File: src/rtl/color_calib_multi.sv
// Colour calibration engine: averages an aligned square window of RGB pixels and stores
// averaged RGB plus derived YUV into one of several result slots, selectable for readout.
// slot_sel/rd_slot carry one extra bit so out-of-range slot numbers can be presented.
module color_calib_multi #(
    parameter int PIX_W     = 8,
    parameter int WIN_LOG2  = 3,
    parameter int NUM_SLOTS = 4,
    parameter int POS_W     = 13
) (
    input  logic                           clk,
    input  logic                           reset_n,
    input  logic                           pix_valid,
    input  logic        [PIX_W-1:0]        raw_r,
    input  logic        [PIX_W-1:0]        raw_g,
    input  logic        [PIX_W-1:0]        raw_b,
    input  logic        [POS_W-1:0]        row,
    input  logic        [POS_W-1:0]        col,
    input  logic        [POS_W-1:0]        win_row,
    input  logic        [POS_W-1:0]        win_col,
    input  logic                           start,
    input  logic                           abort,
    input  logic        [$clog2(NUM_SLOTS):0] slot_sel,
    input  logic        [$clog2(NUM_SLOTS):0] rd_slot,
    input  logic                           rgb_yuv,
    output logic        [PIX_W-1:0]        y_out,
    output logic signed [PIX_W:0]          u_out,
    output logic signed [PIX_W:0]          v_out,
    output logic        [NUM_SLOTS-1:0]    slot_valid,
    output logic                           busy,
    output logic                           done
);

    localparam int IDX_W  = $clog2(NUM_SLOTS);
    localparam int SEL_W  = IDX_W + 1;
    localparam int ACC_W  = PIX_W + 2 * WIN_LOG2;
    localparam int CNT_W  = 2 * WIN_LOG2 + 1;
    localparam int YS_W   = PIX_W + 10;
    localparam int PROD_W = PIX_W + 11;

    localparam logic [SEL_W-1:0]  NSLOT   = SEL_W'(NUM_SLOTS);
    localparam logic [CNT_W-1:0]  LAST    = CNT_W'((1 << (2 * WIN_LOG2)) - 1);
    localparam logic [POS_W:0]    WIN_M1  = (POS_W + 1)'((1 << WIN_LOG2) - 1);
    localparam logic [YS_W-1:0]   K_YR    = YS_W'(77);
    localparam logic [YS_W-1:0]   K_YG    = YS_W'(150);
    localparam logic [YS_W-1:0]   K_YB    = YS_W'(37);
    localparam logic [YS_W-1:0]   Y_MAX   = YS_W'((1 << PIX_W) - 1);
    localparam logic signed [PROD_W-1:0] K_U = PROD_W'(126);
    localparam logic signed [PROD_W-1:0] K_V = PROD_W'(225);

    typedef enum logic [1:0] {IDLE, ACCUM, CALC_Y, CALC_UV} state_t;

    state_t state_q, state_d;

    logic [POS_W-1:0] winRow_q, winCol_q;
    logic [IDX_W-1:0] slot_q;
    logic [ACC_W-1:0] accR_q, accG_q, accB_q;
    logic [CNT_W-1:0] cnt_q;
    logic [PIX_W-1:0] avgR_q, avgG_q, avgB_q, yVal_q;
    logic             done_q;

    logic [PIX_W-1:0]        slotR_q [NUM_SLOTS];
    logic [PIX_W-1:0]        slotG_q [NUM_SLOTS];
    logic [PIX_W-1:0]        slotB_q [NUM_SLOTS];
    logic [PIX_W-1:0]        slotY_q [NUM_SLOTS];
    logic signed [PIX_W:0]   slotU_q [NUM_SLOTS];
    logic signed [PIX_W:0]   slotV_q [NUM_SLOTS];
    logic [NUM_SLOTS-1:0]    slotValid_q;

    logic             latchReq, accept, inWin;
    logic [POS_W:0]   rowLo, rowHi, colLo, colHi;
    logic [PIX_W-1:0] avgRc, avgGc, avgBc, ySat;
    logic [YS_W-1:0]  ySum, yShift;
    logic signed [PIX_W:0]    diffB, diffR, uVal, vVal;
    logic signed [PROD_W-1:0] prodU, prodV;
    logic [IDX_W-1:0] rdIdx;

    // Window bounds are widened by one bit so a window near the top of the range never wraps.
    always_comb begin
        rowLo = {1'b0, winRow_q};
        colLo = {1'b0, winCol_q};
        rowHi = rowLo + WIN_M1;
        colHi = colLo + WIN_M1;
        inWin = ({1'b0, row} >= rowLo) && ({1'b0, row} <= rowHi) &&
                ({1'b0, col} >= colLo) && ({1'b0, col} <= colHi);
    end

    always_comb begin
        state_d  = state_q;
        latchReq = 1'b0;
        accept   = 1'b0;
        case (state_q)
            IDLE: begin
                if (start && !abort && (slot_sel < NSLOT)) begin
                    latchReq = 1'b1;
                    state_d  = ACCUM;
                end
            end
            ACCUM: begin
                if (abort) begin
                    state_d = IDLE;
                end else if (pix_valid && inWin) begin
                    accept = 1'b1;
                    if (cnt_q == LAST) state_d = CALC_Y;
                end
            end
            CALC_Y:  state_d = CALC_UV;
            CALC_UV: state_d = IDLE;
            default: state_d = IDLE;
        endcase
    end

    always_ff @(posedge clk) begin
        if (!reset_n) state_q <= IDLE;
        else          state_q <= state_d;
    end

    // Luma uses the freshly divided accumulators; chroma uses the registered, saturated luma.
    always_comb begin
        avgRc  = PIX_W'(accR_q >> (2 * WIN_LOG2));
        avgGc  = PIX_W'(accG_q >> (2 * WIN_LOG2));
        avgBc  = PIX_W'(accB_q >> (2 * WIN_LOG2));
        ySum   = K_YR * {{10{1'b0}}, avgRc} + K_YG * {{10{1'b0}}, avgGc} +
                 K_YB * {{10{1'b0}}, avgBc};
        yShift = ySum >> 8;
        ySat   = (yShift > Y_MAX) ? {PIX_W{1'b1}} : PIX_W'(yShift);
        diffB  = $signed({1'b0, avgB_q} - {1'b0, yVal_q});
        diffR  = $signed({1'b0, avgR_q} - {1'b0, yVal_q});
        prodU  = K_U * $signed({{10{diffB[PIX_W]}}, diffB});
        prodV  = K_V * $signed({{10{diffR[PIX_W]}}, diffR});
        uVal   = (PIX_W + 1)'(prodU >>> 8);
        vVal   = (PIX_W + 1)'(prodV >>> 8);
    end

    always_ff @(posedge clk) begin
        if (!reset_n) begin
            winRow_q <= '0;
            winCol_q <= '0;
            slot_q   <= '0;
            accR_q   <= '0;
            accG_q   <= '0;
            accB_q   <= '0;
            cnt_q    <= '0;
            avgR_q   <= '0;
            avgG_q   <= '0;
            avgB_q   <= '0;
            yVal_q   <= '0;
            done_q   <= 1'b0;
        end else begin
            if (latchReq) begin
                winRow_q <= win_row;
                winCol_q <= win_col;
                slot_q   <= slot_sel[IDX_W-1:0];
                accR_q   <= '0;
                accG_q   <= '0;
                accB_q   <= '0;
                cnt_q    <= '0;
            end else if (accept) begin
                accR_q <= accR_q + {{(2 * WIN_LOG2){1'b0}}, raw_r};
                accG_q <= accG_q + {{(2 * WIN_LOG2){1'b0}}, raw_g};
                accB_q <= accB_q + {{(2 * WIN_LOG2){1'b0}}, raw_b};
                cnt_q  <= cnt_q + 1'b1;
            end
            if (state_q == CALC_Y) begin
                avgR_q <= avgRc;
                avgG_q <= avgGc;
                avgB_q <= avgBc;
                yVal_q <= ySat;
            end
            done_q <= (state_q == CALC_UV);
        end
    end

    // Slot contents change only in CALC_UV, so the previous result stays readable until then.
    always_ff @(posedge clk) begin
        if (!reset_n) begin
            for (int i = 0; i < NUM_SLOTS; i++) begin
                slotR_q[i] <= '0;
                slotG_q[i] <= '0;
                slotB_q[i] <= '0;
                slotY_q[i] <= '0;
                slotU_q[i] <= '0;
                slotV_q[i] <= '0;
            end
            slotValid_q <= '0;
        end else if (state_q == CALC_UV) begin
            slotR_q[slot_q]     <= avgR_q;
            slotG_q[slot_q]     <= avgG_q;
            slotB_q[slot_q]     <= avgB_q;
            slotY_q[slot_q]     <= yVal_q;
            slotU_q[slot_q]     <= uVal;
            slotV_q[slot_q]     <= vVal;
            slotValid_q[slot_q] <= 1'b1;
        end
    end

    assign rdIdx = rd_slot[IDX_W-1:0];

    always_comb begin
        y_out = '0;
        u_out = '0;
        v_out = '0;
        if (rd_slot < NSLOT) begin
            if (rgb_yuv) begin
                y_out = slotR_q[rdIdx];
                u_out = {1'b0, slotG_q[rdIdx]};
                v_out = {1'b0, slotB_q[rdIdx]};
            end else begin
                y_out = slotY_q[rdIdx];
                u_out = slotU_q[rdIdx];
                v_out = slotV_q[rdIdx];
            end
        end
    end

    assign slot_valid = slotValid_q;
    assign busy       = (state_q != IDLE);
    assign done       = done_q;

endmodule

File: config.mk
export PLATFORM = sky130hd
export DESIGN_NAME = color_calib_multi
export DESIGN_NICKNAME = d
export VERILOG_FILES = /design/src/rtl/color_calib_multi.sv
export SDC_FILE = /design/constraint.sdc
export NUM_CORES = 1
export LEC_CHECK = 0
export BUFFER_PORTS_ARGS = -buffer_cell sky130_fd_sc_hd__buf_2
export CORE_UTILIZATION = 55
export CTS_CLUSTER_SIZE = 14
export DETAILED_ROUTE_END_ITERATION = 16
export HOLD_SLACK_MARGIN = 0.08
export PLACE_DENSITY = 0.76
export SLEW_MARGIN = 15
export SYNTH_ARGS = -nofsm -noshare
export SYNTH_HDL_FRONTEND = slang
export SYNTH_SLANG_ARGS = --single-unit
File: constraint.sdc
create_clock -name clk -period 6.6 [get_ports clk]
set_input_delay 0.66 -clock clk [delete_from_list [all_inputs] [get_ports clk]]
set_output_delay 0.66 -clock clk [all_outputs]
set_load 0.02 [all_outputs]
==> flow_metrics.tcl, run 1 <==
set metrics [dict create \
    synth_xor_area_frac 0.0372 \
    end_kind "register" \
    synth_commonest_cells "262 x ha_1, 241 x inv_1, 200 x edfxtp_1" \
    avgSynthCellArea_um2 10.6 \
    syn_inst 2071 \
    drt-initial-drc-count 926 \
    fin_util 0.626 \
    yosysMostFrequentCell "ha_1" \
    pin_count 120 \
    place_hpwl_um 36700 \
    synth_edf_count 200 \
    synth_top_area_share 0.273 \
    cts.path.max_buffers 3 \
    maxSlewHeadroom 0.196 \
    synth_compound_area_frac 0.0940 \
    start_util 0.564 \
    synth_fa_ha_area_frac 0.237 \
    hold_viol_final 0 \
    timing.fmax_mhz 159 \
    rsz0062_at_grt "yes" \
    clk_pin_slew_ps 60 \
    grt_use_total 0.255 \
    finalClockSkew_ps 26.4 \
    vias 15313 \
    fillers 3156 \
    finalCriticalPeriod_ps 6290 \
    tightest_slew_ps 1200 \
    ant_nets 0 \
    cts_tree "done" \
    numCtsBuffers 36 \
    ys_ff_latch 316 \
    firstDrtPassIters 6 \
    placement.io_buffers 119 \
    grt_remaining_overflow 0 \
    synthSimpleGateAreaFrac 0.134 \
    cap_violations 0 \
    routabilityCongestion 0.902 \
    synth_warnings 0 \
    crit_arrival_ps 6550 \
    fp.dieW_um 202 \
    ir_drop_v 0.000192 \
    syn_nets 2517 \
    htreeDepth 2 \
    synth.cell_area_mm2 0.0220 \
    fin_crit_sh 0.953 \
    yosys-top-cells-area "edfxtp_1 27%, ha_1 15%, dfxtp_1 11%, fa_1 8.7%, mux4_2 5.1%" \
    yosys.area.top_type "edfxtp_1" \
    grt_pass1_vias 15998 \
    cp_max_fo 7 \
    powerDensity_mw_per_mm2 181 \
    synth_seq_area_share 0.378 \
    clkSinkCount 316 \
    start_kind "register" \
    fp-row-count 72 \
    synthFlopType "edfxtp_1" \
    dp.cells 2663 \
    chipHeight_um 202 \
    drc 0 \
    layoutNonFillerInstCount 2730 \
    synth_top_family_by_area "adder cells" \
    p_leak_uw 0.0109 \
    synthMuxAreaShare 0.0649 \
    hold_path.class "in2reg" \
    cp.required_ps 6870 \
    grt_start_max_net_pins 73 \
    clockRootBuffer "clkbuf_16" \
    wirelength_um 50800 \
    outcome "completed" \
    setup_viol 0 \
    slew_viol_final 0 \
    avgViaCountPerCell 5.61 \
    synthArstFlopShare 0 \
    clock_latency_ps 540 \
    drive_gt1_frac 0.142 \
    nNetsFinal 2630 \
    crit_type "reg2reg" \
    grt_pass1_wl_um 82100 \
    antenna_found_initial 0 \
    dieArea_mm2 0.0408 \
    p_total_uw 4430 \
    wl_per_cell_um 18.6 \
    area_growth_pct 11.0 \
    ys_types 82 \
    core_area_mm2 0.0390 \
]
what timing repair did:
item / CTS / global route
hold buffers: 0 / 0
setup buffers: 0 / 1
resized for setup: 0 / 18
setup endpoints to repair: 0 / 12
cell families (layout without fill, tap and decap cells):
logic type | count (synthesis) | in the layout
simple gates | 612 | 612
fa+ha+maj | 359 | 359
flops | 316 | 316
buf+inv | 313 | 453
compound gates | 299 | 299
xor+xnor | 92 | 92
mux | 80 | 80
other cells | 0 | 1
stage by stage:
stage,area [µm²],setup WS [ps],setup TNS (ps),hold slack [ps]
6_report,24400,312,0,385
4_1_cts,24300,103,0,379
2_1_floorplan,22000,112,0,436
3_5_place_dp,23200,119,0,435
5_1_grt,24400,-10.2,-10.2,397
3_3_place_gp,23200,290,0,428
layout make-up:
class                      count  area (µm²)  share of cell area
multi-input combinational   1442       12600               0.516
sequential                   316        8330               0.341
clock buffer                  49        1040              0.0426
inverter                     242         908              0.0372
timing repair buffer         146         805              0.0329
tap                          518         648              0.0265
clock inverter                16         101             0.00415
antenna                        1        2.50            0.000102
cell usage in the layout, fill, tap and decap left out, drive strengths merged, types with 83 or more instances in the layout:
cell type  synthesis  layout
edfxtp           200     200
and2             105     105
nand2            199     199
fa                96      96
buf               16     146
dfxtp            116     116
nor2             170     170
a21oi             83      83
ha               262     262
inv              241     242
path summary, 6_finish.rpt:
| kind | start | to | slack, ps | depth (start not counted) |
|---|---|---|---|---|
| max reg2reg | avgB_q[5]$_SDFFE_PN0P_ | slotU_q[1][7]$_SDFFCE_PN0P_ | 310 | 21 |
| max | avgB_q[5]$_SDFFE_PN0P_ | slotU_q[1][7]$_SDFFCE_PN0P_ | 310 | 21 |
| min | win_col[6] | winCol_q[6]$_SDFFE_PN0P_ | 390 | 3 |
| min reg2reg | slot_valid[1]$_SDFFE_PN0P_ | slot_valid[1]$_SDFFE_PN0P_ | 440 | 2 |
report_power, final:
part | switching, µW | internal, µW
Sequential | 19.6 | 2140
Combinational | 193 | 135
Clock | 826 | 1110
Total | 1040 | 3390
layer usage:
layer  part of all wire  routed length (µm)  global-route usage  vias up
li1                   -                   -                   -     7383
met1               0.43               21700               0.333     7380
met2               0.48               24200               0.431      448
met3              0.063                3200              0.0413      102
met4              0.034                1720              0.0860        0
met5                  0                   0                   0        -
critical path, cell delays in order, from the launching register on:
cell	delay [ps]
dfxtp_1	510
ha_1	340
or2_2	310
a21oi_1	190
a31oi_2	90
xnor2_1	270
inv_2	160
fa_1	580
fa_1	440
fa_1	540
inv_1	50
fa_1	500
inv_1	40
ha_1	300
o21a_1	140
o21a_1	170
o41a_1	150
o41a_1	440
a21o_1	220
a21oi_1	180
xor2_1	290
nor3_1	100
state kept, by name (all words and copies together) (netlist names), 13 cells and up, named ones only:
signal    flops
slotY_q      32
winRow_q     13
slotU_q      36
slotG_q      32
accG_q       14
winCol_q     13
slotV_q      36
slotB_q      32
accR_q       14
accB_q       14
slotR_q      32
Power figures use the tool's default switching activity.
==> inputs of run 2 (changes only) <==
--- a/config.mk
+++ b/config.mk
@@ -6,11 +6,12 @@
 export NUM_CORES = 1
 export LEC_CHECK = 0
 export BUFFER_PORTS_ARGS = -buffer_cell sky130_fd_sc_hd__buf_2
-export CORE_UTILIZATION = 55
+export CORE_UTILIZATION = 45
 export CTS_CLUSTER_SIZE = 14
 export DETAILED_ROUTE_END_ITERATION = 16
 export HOLD_SLACK_MARGIN = 0.08
-export PLACE_DENSITY = 0.76
+export PLACE_DENSITY = 0.64
+export SETUP_SLACK_MARGIN = 0.5
 export SLEW_MARGIN = 15
 export SYNTH_ARGS = -nofsm -noshare
 export SYNTH_HDL_FRONTEND = slang
==> run 2 against run 1 <==
Against the previous run: sequential share of layout area is 0.65 points lower; clock power increased by 5%; power grew 2.3%; combinational power barely moved; global-route usage down 3.7 points; sequential power is essentially flat; via count decreased by 0.40%; die area is 22% higher; clock-buffer cell count shrank 1; critical endpoint is now slotU_q[2][7]$_SDFFCE_PN0P_; largest power group unchanged.
==> flow_metrics.tcl, run 2 (synthesis gave the netlist of run 1 again) <==
set metrics [dict create \
    end_kind "register" \
    dieArea_mm2 0.0498 \
    startpoint "avgB_q[0]$_SDFFE_PN0P_" \
    crit_path_end "slotU_q[2][7]$_SDFFCE_PN0P_" \
    wl_per_cell_um 18.6 \
    drt-initial-drc-count 871 \
    crit_arrival_ps 6450 \
    grt_pass1_wl_um 84400 \
    clockRootBuffer "clkbuf_16" \
    drive_gt1_frac 0.167 \
    tightest_slew_ps 1040 \
    nNetsFinal 2649 \
    drc 0 \
    cts_tree "done" \
    core_area_mm2 0.0479 \
    clock_power_share 0.451 \
    area_growth_pct 13.3 \
    cap_violations 0 \
    switching_share 0.233 \
    placement.io_buffers 119 \
    worstReg2RegStart "avgB_q[0]$_SDFFE_PN0P_" \
    slowest_delay_ps 570 \
    htreeDepth 2 \
    grt_use_total 0.218 \
    grt_start_max_net_pins 53 \
    seqPwrFrac 0.477 \
    cp_num_buf_inv 4 \
    firstDrtPassIters 5 \
    fillers 4293 \
    num_antenna_cells 0 \
    finalCriticalPeriod_ps 6170 \
    fp.dieW_um 223 \
    slew_viol_final 0 \
    start_kind "register" \
    vias 15252 \
    maxSlewHeadroom 0.310 \
    cp_top_family "adder cells" \
    wirelength_um 53000 \
    top_regs "slotU_q x36, slotV_q x36" \
    cts.path.max_buffers 3 \
    hold_path.class "in2reg" \
    cp.required_ps 6880 \
    setup_viol 0 \
    numCtsBuffers 36 \
    p_sw_uw 1060 \
    hold_viol_final 0 \
    fin_crit_sh 0.935 \
    start_util 0.459 \
    rr_endpoint "slotU_q[2][7]$_SDFFCE_PN0P_" \
    reg2reg_slack_ps 430 \
    ant_nets 0 \
    rr_worst_depth 23 \
    cpMostUsedCell "inv_2" \
    timing.fmax_mhz 162 \
    crit_type "reg2reg" \
    final_common_cell "ha_1" \
    crit_chain "inv_2, ha_4, inv_2, fa_2, a211oi_2, nor2_2, o311ai_2, a21boi_4, inv_2, fa_1, inv_2, fa_2, fa_1, fa_1, ha_4, o21a_1, o21a_1, o41a_1, o41a_1, a21o_1, a21oi_2, xor2_2, nor2_1" \
    crit_cells 23 \
    hold-worst-slack_ps 358 \
    finalClockSkew_ps 21.9 \
    outcome "completed" \
    grt_pass1_vias 15618 \
    cp_max_fo 4 \
    final_cell_mix "257 x ha_1, 228 x inv_1, 200 x edfxtp_1, 192 x nand2_1, 164 x nor2_1" \
    ir_drop_v 0.000137 \
    clock_latency_ps 560 \
    p_leak_uw 0.0110 \
    fin_util 0.520 \
    power_frac_comb 0.072 \
    place_hpwl_um 37600 \
    slowest_stage "fa_2" \
    grt_remaining_overflow 0 \
    pin_count 120 \
    antenna_found_initial 2 \
    clkSinkCount 316 \
    clk_pin_slew_ps 60 \
    p_int_uw 3470 \
    avgViaCountPerCell 5.36 \
    cts_hold_buf 0 \
    rsz0062_at_grt "yes" \
    chipHeight_um 223 \
    setup_tns_ps 0 \
    routabilityCongestion 0.863 \
    fp-row-count 80 \
    powerDensity_mw_per_mm2 182 \
]
run 2: cell types whose count changed in the layout (fill, tap and decap cells not counted), moves of 5 or more:
| cell | delta |
|---|---|
| a21oi_2 | +6 |
| dfxtp_1 | -6 |
| buf_4 | +17 |
| dfxtp_2 | +5 |
| inv_2 | +8 |
| a21oi_1 | -7 |
| clkbuf_8 | -5 |
| xor2_1 | -5 |
| clkbuf_1 | +5 |
| inv_1 | -9 |
| ha_1 | -5 |
run 2: cell type report:
class,count,area [µm²],area share
inverter,242,911,0.0365
multi-input combinational,1442,12800,0.513
clock inverter,16,206,0.00828
tap,615,769,0.0309
timing repair buffer,165,955,0.0383
clock buffer,48,966,0.0387
sequential,316,8340,0.334
run 2: stage by stage:
stage / total power, µW / worst slack [ps] / cell area [µm²] / cells
after detailed placement: 2530 / 224 / 23400 / 2759
final: 4530 / 431 / 24900 / 2844
after floorplan: 2410 / 547 / 22000 / 2071
after CTS: 4570 / 506 / 24600 / 2827
after global placement: 2530 / 314 / 23400 / 2759
after global routing: 4670 / 233 / 24900 / 2844
run 2: what timing repair did:
action,in CTS,in global routing
setup endpoints to repair,19,35
buffers inserted,4,17
resized for setup,14,45
pin swaps,4,38
run 2: worst min path at each step:
stage                                          start                         end  slack, ps  cells after the start
final                                     win_row[4]    winRow_q[4]$_SDFFE_PN0P_        360                      3
after global routing                      win_row[1]    winRow_q[1]$_SDFFE_PN0P_        350                      3
after CTS                                 win_row[4]    winRow_q[4]$_SDFFE_PN0P_        330                      3
after detailed placement  slot_valid[2]$_SDFFE_PN0P_  slot_valid[2]$_SDFFE_PN0P_        430                      2
after global placement    slot_valid[0]$_SDFFE_PN0P_  slot_valid[0]$_SDFFE_PN0P_        430                      2
after floorplan               accB_q[4]$_SDFFE_PP0P_      accB_q[4]$_SDFFE_PP0P_        440                      2
run 2: worst reg2reg max path: stages, from the launching register on:
cell	delay (ps)
dfxtp_2	320
inv_2	70
ha_4	130
inv_2	40
fa_2	380
a211oi_2	250
nor2_2	70
o311ai_2	310
a21boi_4	280
inv_2	70
fa_1	530
inv_2	50
fa_2	570
fa_1	430
fa_1	540
ha_4	220
o21a_1	200
o21a_1	190
o41a_1	160
o41a_1	440
a21o_1	230
a21oi_2	170
xor2_2	230
nor2_1	60
run 2: routing by layer:
metal  GRT usage  part of all wire  up-vias
met5           0                 0        -
met4      0.0665             0.025        0
met3      0.0373             0.051       70
met1       0.283              0.44     7423
li1            -                 -     7432
met2       0.371              0.48      327
run 2: power groups by stage:
stage / Sequential, µW / Clock, µW / Combinational (µW)
floorplan: 2200 / 0 / 218
global placement: 2200 / 0 / 327
detailed placement: 2200 / 0 / 331
CTS: 2160 / 2070 / 332
global route: 2160 / 2140 / 361
finish: 2160 / 2040 / 326
==> inputs of run 3 (changes only) <==
--- a/config.mk
+++ b/config.mk
@@ -10,7 +10,7 @@
 export CTS_CLUSTER_SIZE = 14
 export DETAILED_ROUTE_END_ITERATION = 16
 export HOLD_SLACK_MARGIN = 0.08
-export PLACE_DENSITY = 0.64
+export PLACE_DENSITY = 0.62
 export SETUP_SLACK_MARGIN = 0.5
 export SLEW_MARGIN = 15
 export SYNTH_ARGS = -nofsm -noshare
==> constraint.sdc (replaced) <==
create_clock -name clk -period 6 [get_ports clk]
set_input_delay 0.6 -clock clk [delete_from_list [all_inputs] [get_ports clk]]
set_output_delay 0.6 -clock clk [all_outputs]
set_load 0.02 [all_outputs]
==> run 3 against run 2 <==
Against the previous run: sequential cell count did not move; worst hold slack got worse by 70 ps; die area did not move; critical path depth fell by 1; combinational power rose by 12%; via count rose by 1.1%; first-iteration DRC count fell by 17%; design area rose by 2.7%; highest routed layer is now met5.
==> flow_metrics.tcl, run 3 (synthesis gave the netlist of run 1 again) <==
set metrics [dict create \
    clk_pin_slew_ps 60 \
    slew_viol_final 0 \
    crit_arrival_ps 6150 \
    layoutNonFillerInstCount 2907 \
    grt_pass1_wl_um 84800 \
    drt-initial-drc-count 726 \
    nNetsFinal 2710 \
    clock_latency_ps 570 \
    grt_start_max_net_pins 68 \
    dieArea_mm2 0.0498 \
    placement.io_buffers 119 \
    top_regs "slotU_q x36, slotV_q x36" \
    setup_tns_ps 0 \
    hold_path.class "in2reg" \
    final_cell_mix "247 x ha_1, 224 x inv_1, 200 x edfxtp_1, 191 x nand2_1, 160 x nor2_1" \
    cp.required_ps 6300 \
    htreeDepth 2 \
    antenna_found_initial 1 \
    rr_worst_depth 22 \
    area_growth_pct 16.4 \
    regArea_mm2 0.00834 \
    clockRootBuffer "clkbuf_16" \
    fp-row-count 80 \
    wl_per_cell_um 18.5 \
    dr_wl_met3_um 2340 \
    fin_crit_sh 0.974 \
    routed.top_layer "met5" \
    grt_remaining_overflow 0 \
    numCtsBuffers 36 \
    vias 15421 \
    hold_viol_final 0 \
    chipHeight_um 223 \
    ir_drop_v 0.000160 \
    drive_gt1_frac 0.199 \
    m1WireLength_um 24400 \
    cts.path.max_buffers 3 \
    p_leak_uw 0.0113 \
    rsz0062_at_grt "yes" \
    crit_type "reg2reg" \
    grt_pass1_vias 15646 \
    grt_use_total 0.220 \
    end_kind "register" \
    cts_tree "done" \
    fp.dieW_um 223 \
    tightest_slew_ps 1160 \
    start_util 0.459 \
    outcome "completed" \
    start_kind "register" \
    finalClockSkew_ps 37.9 \
    cap_violations 0 \
    dp.cells 2803 \
    routabilityCongestion 0.839 \
    num_antenna_cells 0 \
    firstDrtPassIters 5 \
    drc 0 \
    avgViaCountPerCell 5.30 \
    fillers 4253 \
    multi_input_area_mm2 0.0130 \
    whs_path_depth 3 \
    finalCriticalPeriod_ps 5840 \
    pin_count 120 \
    clkSinkCount 316 \
    final_common_cell "ha_1" \
    ant_nets 0 \
    powerDensity_mw_per_mm2 195 \
    maxSlewHeadroom 0.227 \
    hold-worst-slack_ps 289 \
    wirelength_um 53800 \
    setup_viol 0 \
    core_area_mm2 0.0479 \
    place_hpwl_um 38700 \
    cp_max_fo 4 \
    timing.fmax_mhz 171 \
    wl_met2_um 26100 \
]
run 3: report_power, final:
| part | leakage [µW] | internal (µW) | switching, µW |
|---|---|---|---|
| registers | 0.00300 | 2360 | 19.8 |
| clock network | 0.000583 | 1310 | 942 |
| logic | 0.00773 | 149 | 216 |
run 3: critical path: stages (launching register included):
cell and delay, ps:
dfxtp_4 360, ha_4 130, inv_2 40, fa_2 370, a211oi_2 250, nor2_2 70, o311ai_2 250, a21boi_4 260
inv_2 60, fa_1 490, inv_2 40, fa_2 560, fa_1 430, fa_1 550, ha_4 220, o21a_1 190
o21a_1 170, o41a_1 130, o41a_1 330, a21o_1 200, a21oi_2 180, xor2_2 210, nor2_1 60
run 3: final cells by class:
type / instances / area share
multi-input cells: 1442 / 0.506
clock buffers: 52 / 0.0395
flip-flops and latches: 316 / 0.325
inverters: 242 / 0.0355
well taps: 615 / 0.0300
repair buffers: 226 / 0.0565
clock inverters: 14 / 0.00689
run 3: per-stage QoR:
stage / power [µW] / area [µm²] / worst slack, ps / utilization
2_1_floorplan: 2660 / 22100 / -13.9 / -
3_3_place_gp: 2790 / 23700 / 14.1 / 0.495
3_5_place_dp: 2790 / 23700 / -74.0 / 0.495
4_1_cts: 5060 / 25300 / 133 / 0.528
5_1_grt: 5160 / 25600 / -123 / 0.534
6_report: 5000 / 25600 / 157 / 0.534
run 3: path summary, 6_finish.rpt:
path                                    from                     endpoint  slack, ps
setup reg to reg      yVal_q[0]$_SDFFE_PN0P_  slotU_q[2][7]$_SDFFCE_PN0P_        160
setup / recovery      yVal_q[0]$_SDFFE_PN0P_  slotU_q[2][7]$_SDFFCE_PN0P_        160
hold / removal                    win_col[8]     winCol_q[8]$_SDFFE_PN0P_        290
hold reg to reg   slot_valid[2]$_SDFFE_PN0P_   slot_valid[2]$_SDFFE_PN0P_        440
run 3: what timing repair did:
action                                  in CTS  in global routing
endpoints found under the hold margin        0                  0
endpoints found under the setup margin      44                 50
buffers inserted                            23                 14
hold buffers                                 0                  0
pin swaps                                   65                 53
gates resized for setup                     49                 43
run 3: metal layers:
| metal | vias to the layer above | global-route usage |
|---|---|---|
| li1 | 7554 | - |
| met1 | 7536 | 0.287 |
| met2 | 269 | 0.379 |
| met3 | 60 | 0.0358 |
| met4 | 2 | 0.0538 |
| met5 | - | 0 |
